[src/rtl/ll_frame_tx_if.sv]
// ---------------------------------------------------------------------------
// ll_frame_tx_if -- bundle of the command, payload and LocalLink signals of
// the ll_frame_tx block.
//
//   Command  : cmd_valid, cmd_ready, cmd_flag[31:0], cmd_len[LEN_W-1:0]
//   Payload  : pay_data[31:0] (big-endian, byte 0 in [31:24]), pay_valid,
//              pay_ready
//   LocalLink: LLTXD[31:0], LLTXREM[3:0], LLTXSOFN, LLTXEOFN, LLTXSOPN,
//              LLTXEOPN, LLTXSRCRDYN (all active-low flags), LLTXDSTRDYN
//   Status   : frame_done (one-cycle pulse on the last beat of a frame)
//
// Modports: master = the frame transmitter, slave = everything around it.
// ---------------------------------------------------------------------------
interface ll_frame_tx_if #(
  parameter int LEN_W = 16
);
  logic             cmd_valid;
  logic             cmd_ready;
  logic [31:0]      cmd_flag;
  logic [LEN_W-1:0] cmd_len;

  logic [31:0]      pay_data;
  logic             pay_valid;
  logic             pay_ready;

  logic [31:0]      LLTXD;
  logic [3:0]       LLTXREM;
  logic             LLTXSOFN;
  logic             LLTXEOFN;
  logic             LLTXSOPN;
  logic             LLTXEOPN;
  logic             LLTXSRCRDYN;
  logic             LLTXDSTRDYN;

  logic             frame_done;

  modport master (
    input  cmd_valid, cmd_flag, cmd_len, pay_data, pay_valid, LLTXDSTRDYN,
    output cmd_ready, pay_ready, LLTXD, LLTXREM, LLTXSOFN, LLTXEOFN,
           LLTXSOPN, LLTXEOPN, LLTXSRCRDYN, frame_done
  );

  modport slave (
    output cmd_valid, cmd_flag, cmd_len, pay_data, pay_valid, LLTXDSTRDYN,
    input  cmd_ready, pay_ready, LLTXD, LLTXREM, LLTXSOFN, LLTXEOFN,
           LLTXSOPN, LLTXEOPN, LLTXSRCRDYN, frame_done
  );
endinterface

[src/rtl/ll_frame_tx.sv]
// ---------------------------------------------------------------------------
// ll_frame_tx -- builds one LocalLink frame per accepted command: eight
// 32-bit header words followed by ceil(len/4) payload words taken from the
// payload stream. The last payload word carries a remainder code and has its
// unused low bytes zeroed. A zero-length command produces a header-only frame
// whose EOF sits on header word 7.
//
// Ports:
//   CPMDMALLCLK : single clock, rising edge
//   rst_n       : asynchronous active-low reset
//   bus         : ll_frame_tx_if.master (command, payload, LocalLink, status)
//
// Header words: 4 = command flag (bit 29 = copy op), 5 = length zero-extended,
// 6 = frame sequence number or 0, all others 0.
//
// Build option: define LL_FRAME_TX_SEQ_EN to carry a 32-bit frame sequence
// number in header word 6 (0 after reset, +1 per completed frame). Without
// it, word 6 is 0 and no sequence register exists.
//
// The outgoing beat lives in a single output register; it only changes when
// it is empty or being transferred, so a stalled sink sees stable outputs.
// ---------------------------------------------------------------------------
module ll_frame_tx #(
  parameter int LEN_W = 16
) (
  input  logic          CPMDMALLCLK,
  input  logic          rst_n,
  ll_frame_tx_if.master bus
);

  typedef enum logic [1:0] {IDLE, HDR, PAY} state_e;

  state_e           r_state, w_next_state;
  logic             r_alive;        // low from reset until the first clock
  logic [2:0]       r_hdr_idx;      // header word currently in the output reg
  logic [31:0]      r_flag;
  logic [LEN_W-1:0] r_len;
  logic [LEN_W-1:0] r_words_left;   // payload words not yet pulled in
  logic             r_first_pay;

  // Output register (flags kept active-high internally).
  logic             r_src_rdy;
  logic [31:0]      r_data;
  logic [3:0]       r_rem;
  logic             r_sof, r_eof, r_sop, r_eop;

  logic             w_xfer, w_accept, w_pay_load, w_last_pay;
  logic [LEN_W:0]   w_cmd_sum;
  logic [2:0]       w_idx_next;
  logic [31:0]      w_hdr_word, w_seq, w_mask;
  logic [3:0]       w_last_rem;

  assign w_xfer     = r_src_rdy & ~bus.LLTXDSTRDYN;
  assign w_accept   = bus.cmd_valid & bus.cmd_ready;
  assign w_pay_load = bus.pay_valid & bus.pay_ready;
  assign w_last_pay = (r_words_left == LEN_W'(1));
  assign w_cmd_sum  = {1'b0, bus.cmd_len} + (LEN_W+1)'(3);
  assign w_idx_next = r_hdr_idx + 3'd1;

`ifdef LL_FRAME_TX_SEQ_EN
  logic [31:0] r_seq;

  always_ff @(posedge CPMDMALLCLK or negedge rst_n) begin
    if (!rst_n)              r_seq <= '0;
    else if (bus.frame_done) r_seq <= r_seq + 32'd1;
  end

  assign w_seq = r_seq;
`else
  assign w_seq = '0;
`endif

  // ---------------- FSM: state register ----------------
  // NOTE: sequential state is written with <= so every flop samples the
  // pre-edge values; blocking = here would create order-dependent logic.
  always_ff @(posedge CPMDMALLCLK or negedge rst_n) begin
    if (!rst_n) r_state <= IDLE;
    else        r_state <= w_next_state;
  end

  // ---------------- FSM: next state ----------------
  // NOTE: the default assignment at the top keeps this block latch-free.
  always_comb begin
    w_next_state = r_state;
    unique case (r_state)
      IDLE: if (w_accept) w_next_state = HDR;
      HDR:  if (w_xfer && r_hdr_idx == 3'd7)
              w_next_state = (r_len == '0) ? IDLE : PAY;
      PAY:  if (w_xfer && r_eof) w_next_state = IDLE;
      default: w_next_state = IDLE;
    endcase
  end

  // ---------------- FSM: outputs ----------------
  always_comb begin
    bus.cmd_ready  = (r_state == IDLE) && r_alive;
    bus.pay_ready  = (r_state == PAY) && (!r_src_rdy || w_xfer) &&
                     (r_words_left != '0);
    bus.frame_done = w_xfer & r_eof;
  end

  // Content of the header word that follows the one being transferred.
  always_comb begin
    unique case (w_idx_next)
      3'd4:    w_hdr_word = r_flag;
      3'd5:    w_hdr_word = 32'(r_len);
      3'd6:    w_hdr_word = w_seq;
      default: w_hdr_word = '0;
    endcase
  end

  // Byte mask and remainder code of the final payload word (len mod 4).
  always_comb begin
    unique case (r_len[1:0])
      2'd1:    begin w_mask = 32'hFF00_0000; w_last_rem = 4'b0111; end
      2'd2:    begin w_mask = 32'hFFFF_0000; w_last_rem = 4'b0011; end
      2'd3:    begin w_mask = 32'hFFFF_FF00; w_last_rem = 4'b0001; end
      default: begin w_mask = 32'hFFFF_FFFF; w_last_rem = 4'b0000; end
    endcase
  end

  // ---------------- Datapath / output register ----------------
  always_ff @(posedge CPMDMALLCLK or negedge rst_n) begin
    if (!rst_n) begin
      r_alive      <= 1'b0;
      r_hdr_idx    <= '0;
      r_flag       <= '0;
      r_len        <= '0;
      r_words_left <= '0;
      r_first_pay  <= 1'b0;
      r_src_rdy    <= 1'b0;
      r_data       <= '0;
      r_rem        <= '0;
      r_sof        <= 1'b0;
      r_eof        <= 1'b0;
      r_sop        <= 1'b0;
      r_eop        <= 1'b0;
    end else begin
      r_alive <= 1'b1;
      if (w_accept) begin
        // Header word 0 is all zeros and carries SOF.
        r_flag       <= bus.cmd_flag;
        r_len        <= bus.cmd_len;
        r_words_left <= LEN_W'(w_cmd_sum >> 2);
        r_first_pay  <= 1'b1;
        r_hdr_idx    <= '0;
        r_src_rdy    <= 1'b1;
        r_data       <= '0;
        r_rem        <= '0;
        r_sof        <= 1'b1;
        r_eof        <= 1'b0;
        r_sop        <= 1'b0;
        r_eop        <= 1'b0;
      end else if (r_state == HDR && w_xfer) begin
        r_hdr_idx <= w_idx_next;
        r_sof     <= 1'b0;
        if (r_hdr_idx != 3'd7) begin
          r_data <= w_hdr_word;
          r_eof  <= (w_idx_next == 3'd7) && (r_len == '0);
        end else begin
          // Header done; the payload stream refills the register from PAY.
          r_src_rdy <= 1'b0;
          r_data    <= '0;
          r_eof     <= 1'b0;
        end
      end else if (w_pay_load) begin
        r_src_rdy    <= 1'b1;
        r_data       <= w_last_pay ? (bus.pay_data & w_mask) : bus.pay_data;
        r_rem        <= w_last_pay ? w_last_rem : 4'b0000;
        r_sop        <= r_first_pay;
        r_eop        <= w_last_pay;
        r_eof        <= w_last_pay;
        r_first_pay  <= 1'b0;
        r_words_left <= r_words_left - LEN_W'(1);
      end else if (w_xfer) begin
        // Beat left with nothing behind it: bubble.
        r_src_rdy <= 1'b0;
        r_data    <= '0;
        r_rem     <= '0;
        r_sop     <= 1'b0;
        r_eop     <= 1'b0;
        r_eof     <= 1'b0;
      end
    end
  end

  assign bus.LLTXSRCRDYN = ~r_src_rdy;
  assign bus.LLTXD       = r_data;
  assign bus.LLTXREM     = r_rem;
  assign bus.LLTXSOFN    = ~r_sof;
  assign bus.LLTXEOFN    = ~r_eof;
  assign bus.LLTXSOPN    = ~r_sop;
  assign bus.LLTXEOPN    = ~r_eop;

endmodule

[src/flat_wrapper.sv]
// flat-port wrapper written by rule: the top's interface ports become plain ports
module ll_frame_tx_flat 
#(
  parameter int LEN_W = 16
)
  (CPMDMALLCLK, rst_n, bus_cmd_valid, bus_cmd_flag, bus_cmd_len, bus_pay_data, bus_pay_valid, bus_LLTXDSTRDYN, bus_cmd_ready, bus_pay_ready, bus_LLTXD, bus_LLTXREM, bus_LLTXSOFN, bus_LLTXEOFN, bus_LLTXSOPN, bus_LLTXEOPN, bus_LLTXSRCRDYN, bus_frame_done);
  ll_frame_tx_if #(.LEN_W(LEN_W)) bus_i ();
  input  logic CPMDMALLCLK;
  input  logic rst_n;
  input wire logic [$bits(bus_i.cmd_valid)-1:0] bus_cmd_valid;
  input wire logic [$bits(bus_i.cmd_flag)-1:0] bus_cmd_flag;
  input wire logic [$bits(bus_i.cmd_len)-1:0] bus_cmd_len;
  input wire logic [$bits(bus_i.pay_data)-1:0] bus_pay_data;
  input wire logic [$bits(bus_i.pay_valid)-1:0] bus_pay_valid;
  input wire logic [$bits(bus_i.LLTXDSTRDYN)-1:0] bus_LLTXDSTRDYN;
  output wire logic [$bits(bus_i.cmd_ready)-1:0] bus_cmd_ready;
  output wire logic [$bits(bus_i.pay_ready)-1:0] bus_pay_ready;
  output wire logic [$bits(bus_i.LLTXD)-1:0] bus_LLTXD;
  output wire logic [$bits(bus_i.LLTXREM)-1:0] bus_LLTXREM;
  output wire logic [$bits(bus_i.LLTXSOFN)-1:0] bus_LLTXSOFN;
  output wire logic [$bits(bus_i.LLTXEOFN)-1:0] bus_LLTXEOFN;
  output wire logic [$bits(bus_i.LLTXSOPN)-1:0] bus_LLTXSOPN;
  output wire logic [$bits(bus_i.LLTXEOPN)-1:0] bus_LLTXEOPN;
  output wire logic [$bits(bus_i.LLTXSRCRDYN)-1:0] bus_LLTXSRCRDYN;
  output wire logic [$bits(bus_i.frame_done)-1:0] bus_frame_done;
  assign bus_i.cmd_valid = bus_cmd_valid;
  assign bus_i.cmd_flag = bus_cmd_flag;
  assign bus_i.cmd_len = bus_cmd_len;
  assign bus_i.pay_data = bus_pay_data;
  assign bus_i.pay_valid = bus_pay_valid;
  assign bus_i.LLTXDSTRDYN = bus_LLTXDSTRDYN;
  assign bus_cmd_ready = bus_i.cmd_ready;
  assign bus_pay_ready = bus_i.pay_ready;
  assign bus_LLTXD = bus_i.LLTXD;
  assign bus_LLTXREM = bus_i.LLTXREM;
  assign bus_LLTXSOFN = bus_i.LLTXSOFN;
  assign bus_LLTXEOFN = bus_i.LLTXEOFN;
  assign bus_LLTXSOPN = bus_i.LLTXSOPN;
  assign bus_LLTXEOPN = bus_i.LLTXEOPN;
  assign bus_LLTXSRCRDYN = bus_i.LLTXSRCRDYN;
  assign bus_frame_done = bus_i.frame_done;
  ll_frame_tx #(.LEN_W(LEN_W)) u_core (.CPMDMALLCLK(CPMDMALLCLK), .rst_n(rst_n), .bus(bus_i));
endmodule
[config.mk]
export PLATFORM = sky130hd
export DESIGN_NAME = ll_frame_tx_flat
export DESIGN_NICKNAME = d
export VERILOG_FILES = /design/src/rtl/ll_frame_tx_if.sv /design/src/rtl/ll_frame_tx.sv /design/src/flat_wrapper.sv
export SDC_FILE = /design/constraint.sdc
export NUM_CORES = 1
export LEC_CHECK = 0
export ABC_AREA = 1
export BUFFER_PORTS_ARGS = -buffer_cell sky130_fd_sc_hd__buf_2
export CAP_MARGIN = 5
export CORE_MARGIN = 5
export CORE_UTILIZATION = 55
export DETAILED_ROUTE_END_ITERATION = 10
export HOLD_SLACK_MARGIN = 0.02
export MAX_ROUTING_LAYER = met4
export PLACE_DENSITY = 0.8
export SLEW_MARGIN = 20
export SYNTH_ARGS = -nofsm -noshare
export SYNTH_HDL_FRONTEND = slang
export SYNTH_SLANG_ARGS = --single-unit
[constraint.sdc]
create_clock -name CPMDMALLCLK -period 2.2 [get_ports CPMDMALLCLK]
set_input_delay 0.33 -clock CPMDMALLCLK [delete_from_list [all_inputs] [get_ports CPMDMALLCLK]]
set_output_delay 0.33 -clock CPMDMALLCLK [all_outputs]
set_load 0.05 [all_outputs]
### Yosys cells after proc, flatten, opt, wreduce, memory -nomap -nowiden

Index checks and enable logic that the tools add are counted.

* output and inout port bits: 44
* register bits: 112
* word-level logic and storage cells: 107

* equality and inequality tests: 16
* add/sub/neg operators: 3
* mux-type cells: 43
* reduce and logical (&&, ||, !) cells: 20
* bitwise gates (word level): 11

Operators by type and width (count)
* $mux 32: 6
* $pmux 24 s3: 1
* $pmux 32 s2: 1
* $mux 16: 3
* $and 32x32->32: 1
* $mux 1: 19
* $add 16x2->17 const B: 1
* $eq 16x1->1 const B: 1
* $logic_not 16->1: 1
* $mux 4: 4
* $reduce_bool 16->1: 1
* $sub 16x1->16 const B: 1
* $eq 3x3->1 const B: 4
* $mux 3: 3
* $pmux 3 s3: 1
* $mux 2: 4
* $ne 2x1->1 const B: 4
* $logic_and 1x1->1: 7
* $eq 2x2->1 const B: 3
* $not 1->1: 6
* $pmux 2 s3: 1
* $reduce_and 2->1: 3
* $and 1x1->1: 4
* $eq 2x1->1 const B: 2
* other kinds (10): 11

### Longest topological paths before layout

* depth after elaboration: 9
* depth in mapped cells: 11
* depth with buffers taken out: 11

### Worst setup path after synthesis

No wires, ideal clock.

* kind: register -> output
* start: reg u_core.r_state[1]
* end: out bus_cmd_ready
* path slack: 0.296 ns
* arrival: 1.574 ns
* cell stages (with the launch flop): 2
* buffers on the path: 0
* required time: 1.870 ns
* cell sequence: dfrtp_1 > nor3b_1

* longest elaborated chain between the ends: 2

Ends and longest elaborated chain
* from (decl): RTL line ll_frame_tx.sv:33 `state_e r_state, w_next_state;`
* from (signal assigned): RTL line ll_frame_tx.sv:78 `else r_state <= w_next_state;`
* $logic_not 2->1: RTL line ll_frame_tx.sv:96 `bus.cmd_ready = (r_state == IDLE) && r_alive;`
* $logic_and 1x1->1: RTL line ll_frame_tx.sv:96
* to (decl): RTL line flat_wrapper.sv:16 `output wire logic [$bits(bus_i.cmd_ready)-1:0] bus_cmd_ready;`

Every way passes these cells.

### Final worst setup path

* start: reg u_core.r_words_left[0]
* end: out bus_pay_ready

* longest elaborated chain between the ends: 2

Ends and longest elaborated chain
* from (decl): RTL line ll_frame_tx.sv:38 `logic [LEN_W-1:0] r_words_left;`
* from (signal assigned): RTL line ll_frame_tx.sv:144 `r_words_left <= LEN_W'(w_cmd_sum >> 2);`
* from (signal assigned): RTL line ll_frame_tx.sv:174 `r_words_left <= r_words_left - LEN_W'(1);`
* $reduce_bool 16->1: RTL line ll_frame_tx.sv:98 `(r_words_left != '0);`
* $logic_and 1x1->1: RTL line ll_frame_tx.sv:97 `bus.pay_ready = (r_state == PAY) && (!r_src_rdy || w_xfer) &&`
* to (decl): RTL line flat_wrapper.sv:17 `output wire logic [$bits(bus_i.pay_ready)-1:0] bus_pay_ready;`

Every way passes these cells.

==> impl_metrics.env <==
export IMPL_fill_cells=977
export IMPL_grt_max_degree=112
export IMPL_htree_levels=3
export IMPL_max_vdd_ir_drop_mv=0.4095
export IMPL_period_share=0.9416
export IMPL_clkPwrFrac=0.159
export IMPL_via_per_inst=5.265
export IMPL_rsz0062_at_grt="no"
export IMPL_leakage_nw=3.836
export IMPL_diodes=0
export IMPL_worstPathBufferInverterCount=3
export IMPL_synth_area_per_cell_um2=7.504
export IMPL_r2r_start="u_core.r_hdr_idx[0]$_DFFE_PN0P_"
export IMPL_setup_slack_ps=128.6
export IMPL_grt_pass1_vias=5196
export IMPL_slowest_delay_ps=410
export IMPL_switching_share=0.4376
export IMPL_start_util=0.5569
export IMPL_relSlewSlack=0.4499
export IMPL_dr_first_iter_drc_count=516
export IMPL_switchingPower_w=0.003168
export IMPL_drc_errors=0
export IMPL_seq_area_frac_synth=0.4621
export IMPL_place_port_buffers=127
export IMPL_finClkSkew_ps=14.21
export IMPL_worstSetupPathType="reg2out"
export IMPL_die_h_um=114.5
export IMPL_cts_sinks=111
export IMPL_layout_nets=1015
export IMPL_ys_seq_elements=111
export IMPL_post_cts_buffers=0
export IMPL_worstSkewPairLatency_ps=380
export IMPL_syn_to_final_growth_pct=15.15
export IMPL_power_density_mw_per_mm2=1046
export IMPL_core_region_area_mm2=0.01079
export IMPL_antenna_found_initial=0
export IMPL_drv_slew=0
export IMPL_worstSetupStartpoint="u_core.r_words_left[0]$_DFFE_PN0P_"
export IMPL_rr_worst_depth=9
export IMPL_status="complete, but fails checks"
export IMPL_final_hold_viol_count=2
export IMPL_drv_cap=0
export IMPL_cp_top_family="buffers and inverters"
export IMPL_wl_per_cell_um=14.87
export IMPL_dp_hpwl_mm=11.53
export IMPL_violations="negative hold slack"
export IMPL_period_minus_slack_ps=2071
export IMPL_row_count=38
export IMPL_cts_resized=0
export IMPL_pwr_share_comb=0.393
export IMPL_p_seq_frac=0.448
export IMPL_tightest_slew_ps=823.9
export IMPL_syn_inst=801
export IMPL_drive_above_1_share=0.2113
export IMPL_vias=5597
export IMPL_internal_power_w=0.004072
export IMPL_r2r_end="u_core.bus.LLTXD[15]$_DFFE_PN0P_"
export IMPL_grt_pass1_wl_mm=25.35
export IMPL_fmax_mhz=482.8
export IMPL_ys_types=30
export IMPL_path_clk_slew_ps=100
export IMPL_regToRegSetupSlack_ps=210
export IMPL_root_buffer="clkbuf_8"
export IMPL_critPathSlowestCell="dfrtp_1"
export IMPL_cp_depth=8
export IMPL_clock_path_buffers=2
export IMPL_synth_flop_cell="dfrtp_1"
export IMPL_worstPathRequired_ps=1870
export IMPL_dieArea_mm2=0.01312
export IMPL_cp_max_fo=5
export IMPL_cp_arrival_ps=1740
export IMPL_finalSetupTns_ps=0
export IMPL_die_w_um=114.5
export IMPL_place_congestion=0.8959
export IMPL_drtPass1Iterations=9
export IMPL_finalSetupViolations=0
export IMPL_crit_path_cell_trace="inv_1 > ha_1 > nand2_1 > nor2_1 > nand2_2 > nand2_1 > inv_1 > buf_2"
export IMPL_ant_nets=0
export IMPL_start_kind="flop"
export IMPL_cts_hold_buf=0
export IMPL_cts_tree="yes"
export IMPL_grt_remaining_overflow=0
export IMPL_yosys_warnings=0
export IMPL_gr_usage_all_layers=0.2508
export IMPL_synthArstFlopShare=1.000
export IMPL_end_kind="output pin"
export IMPL_route_final_wire_length_mm=15.80
export IMPL_synth_edf_count=0
export IMPL_synthesis_nets=897
export IMPL_numCtsBuffers=9
export IMPL_ios=129
export IMPL_dpl_worst_slack_ps=282.2
export IMPL_hold_path_class="in2async"
export IMPL_hold_slack_ps=-11.99
export IMPL_synth_area_mm2=0.006011
-- layer usage --
layer / wire length, um / part of all wire / track usage / vias up
met5: 0 / 0 / - / -
met4: 329 / 0.021 / 0.08234 / 0
met3: 1032 / 0.065 / 0.02907 / 30
met2: 7228 / 0.46 / 0.3756 / 211
met1: 7214 / 0.46 / 0.3575 / 2607
li1: - / - / - / 2749
-- Yosys cell counts, drive strengths merged, types with 2 or more instances --
cell type	count	area (um^2)
a21oi	3	15.01
nor2	51	221.5
inv	82	307.8
buf	28	192.7
xor2	4	35.03
nor3b	2	15.01
clkbuf	4	15.01
conb	2	7.510
nand2	318	1209
nor3	2	10.01
o22ai	2	12.51
dfrtp	111	2778
nand4	11	75.07
nor4	2	12.51
o21ai	35	175.2
ha	11	137.6
nand3	129	765.7
-- power groups by stage --
stage	clock network (W)	registers (W)	logic (W)
after global routing	0.00126	0.00333	0.00320
after floorplan	0	0.00354	0.00177
after CTS	0.00118	0.00323	0.00285
after detailed placement	0	0.00327	0.00283
after global placement	0	0.00325	0.00277
final	0.00115	0.00324	0.00284
-- layout by cell type (no fill, tap or decap), types with 4 or more instances in the layout --
master	count
nand2_1	312
buf_2	126
dfrtp_1	111
nand3_1	104
inv_1	78
nor2_1	47
o21ai_0	35
nand3_2	25
ha_1	11
buf_4	11
nand4_1	10
clkbuf_8	10
nand2_2	6
nor2_4	4
inv_2	4
xor2_1	4
-- how the worst max path moves through the flow --
stage          slack [ps]                           endpoint
2_1_floorplan         300                      bus_cmd_ready
3_5_place_dp          280  u_core.bus.LLTXREM[1]$_DFFE_PN0P_
5_1_grt                30                      bus_pay_ready
4_1_cts               100                      bus_pay_ready
3_3_place_gp          320   u_core.bus.LLTXD[13]$_DFFE_PN0P_
6_report              130                      bus_pay_ready
-- worst reg2reg max path, delay by kind of cell, from the launching register on --
family | cells | cell delay [ps]
adder cells (fa/ha/maj) | 2 | 540
AND/OR/NAND/NOR | 4 | 500
buffers and inverters | 3 | 470
flip-flops | 1 | 410
-- area by class of cell --
| cell class | count | area [um^2] | area share |
|---|---|---|---|
| clock buffers | 10 | 137.6 | 0.01988 |
| multi-input cells | 575 | 2723 | 0.3933 |
| inverters | 83 | 311.5 | 0.04501 |
| repair buffers | 139 | 753.2 | 0.1088 |
| clock inverters | 5 | 43.79 | 0.006327 |
| flip-flops and latches | 111 | 2778 | 0.4013 |
| well taps | 140 | 175.2 | 0.02531 |
-- stage by stage --
step / utilization / total power (W) / instances / hold slack (ps) / area, um^2
after floorplan: - / 0.005305 / 801 / 34.41 / 6011
after global placement: 0.6242 / 0.006019 / 1048 / 456.1 / 6736
after detailed placement: 0.6242 / 0.006093 / 1048 / 453.8 / 6736
after CTS: 0.6410 / 0.007262 / 1063 / 37.68 / 6918
after global routing: 0.6413 / 0.007782 / 1063 / 26.90 / 6922
final: 0.6413 / 0.007239 / 1063 / -11.99 / 6922
-- kinds of logic (layout without fill, tap and decap cells) --
| kind of cell | count (synthesis) | count (layout) | share of synthesized area |
|---|---|---|---|
| simple gates | 516 | 516 | 0.3853 |
| buf+inv | 115 | 237 | 0.08639 |
| flops | 111 | 111 | 0.4621 |
| compound gates | 42 | 42 | 0.03622 |
| fa+ha+maj | 11 | 11 | 0.02290 |
| xor+xnor | 4 | 4 | 0.005828 |
| other cells | 2 | 2 | 0.001249 |
-- state kept, by name, indices dropped and copies added (netlist names) --
name	count
u_core.r_state	2
u_core.r_eof	1
u_core.r_src_rdy	1
u_core.r_hdr_idx	3
u_core.r_sof	1
u_core.r_words_left	16
u_core.r_eop	1
u_core.r_alive	1
u_core.bus.LLTXD	32
u_core.r_first_pay	1
u_core.bus.LLTXREM	3
u_core.r_flag	32
u_core.r_len	16
u_core.r_sop	1
Note: power is estimated with default switching activity, not from simulation.
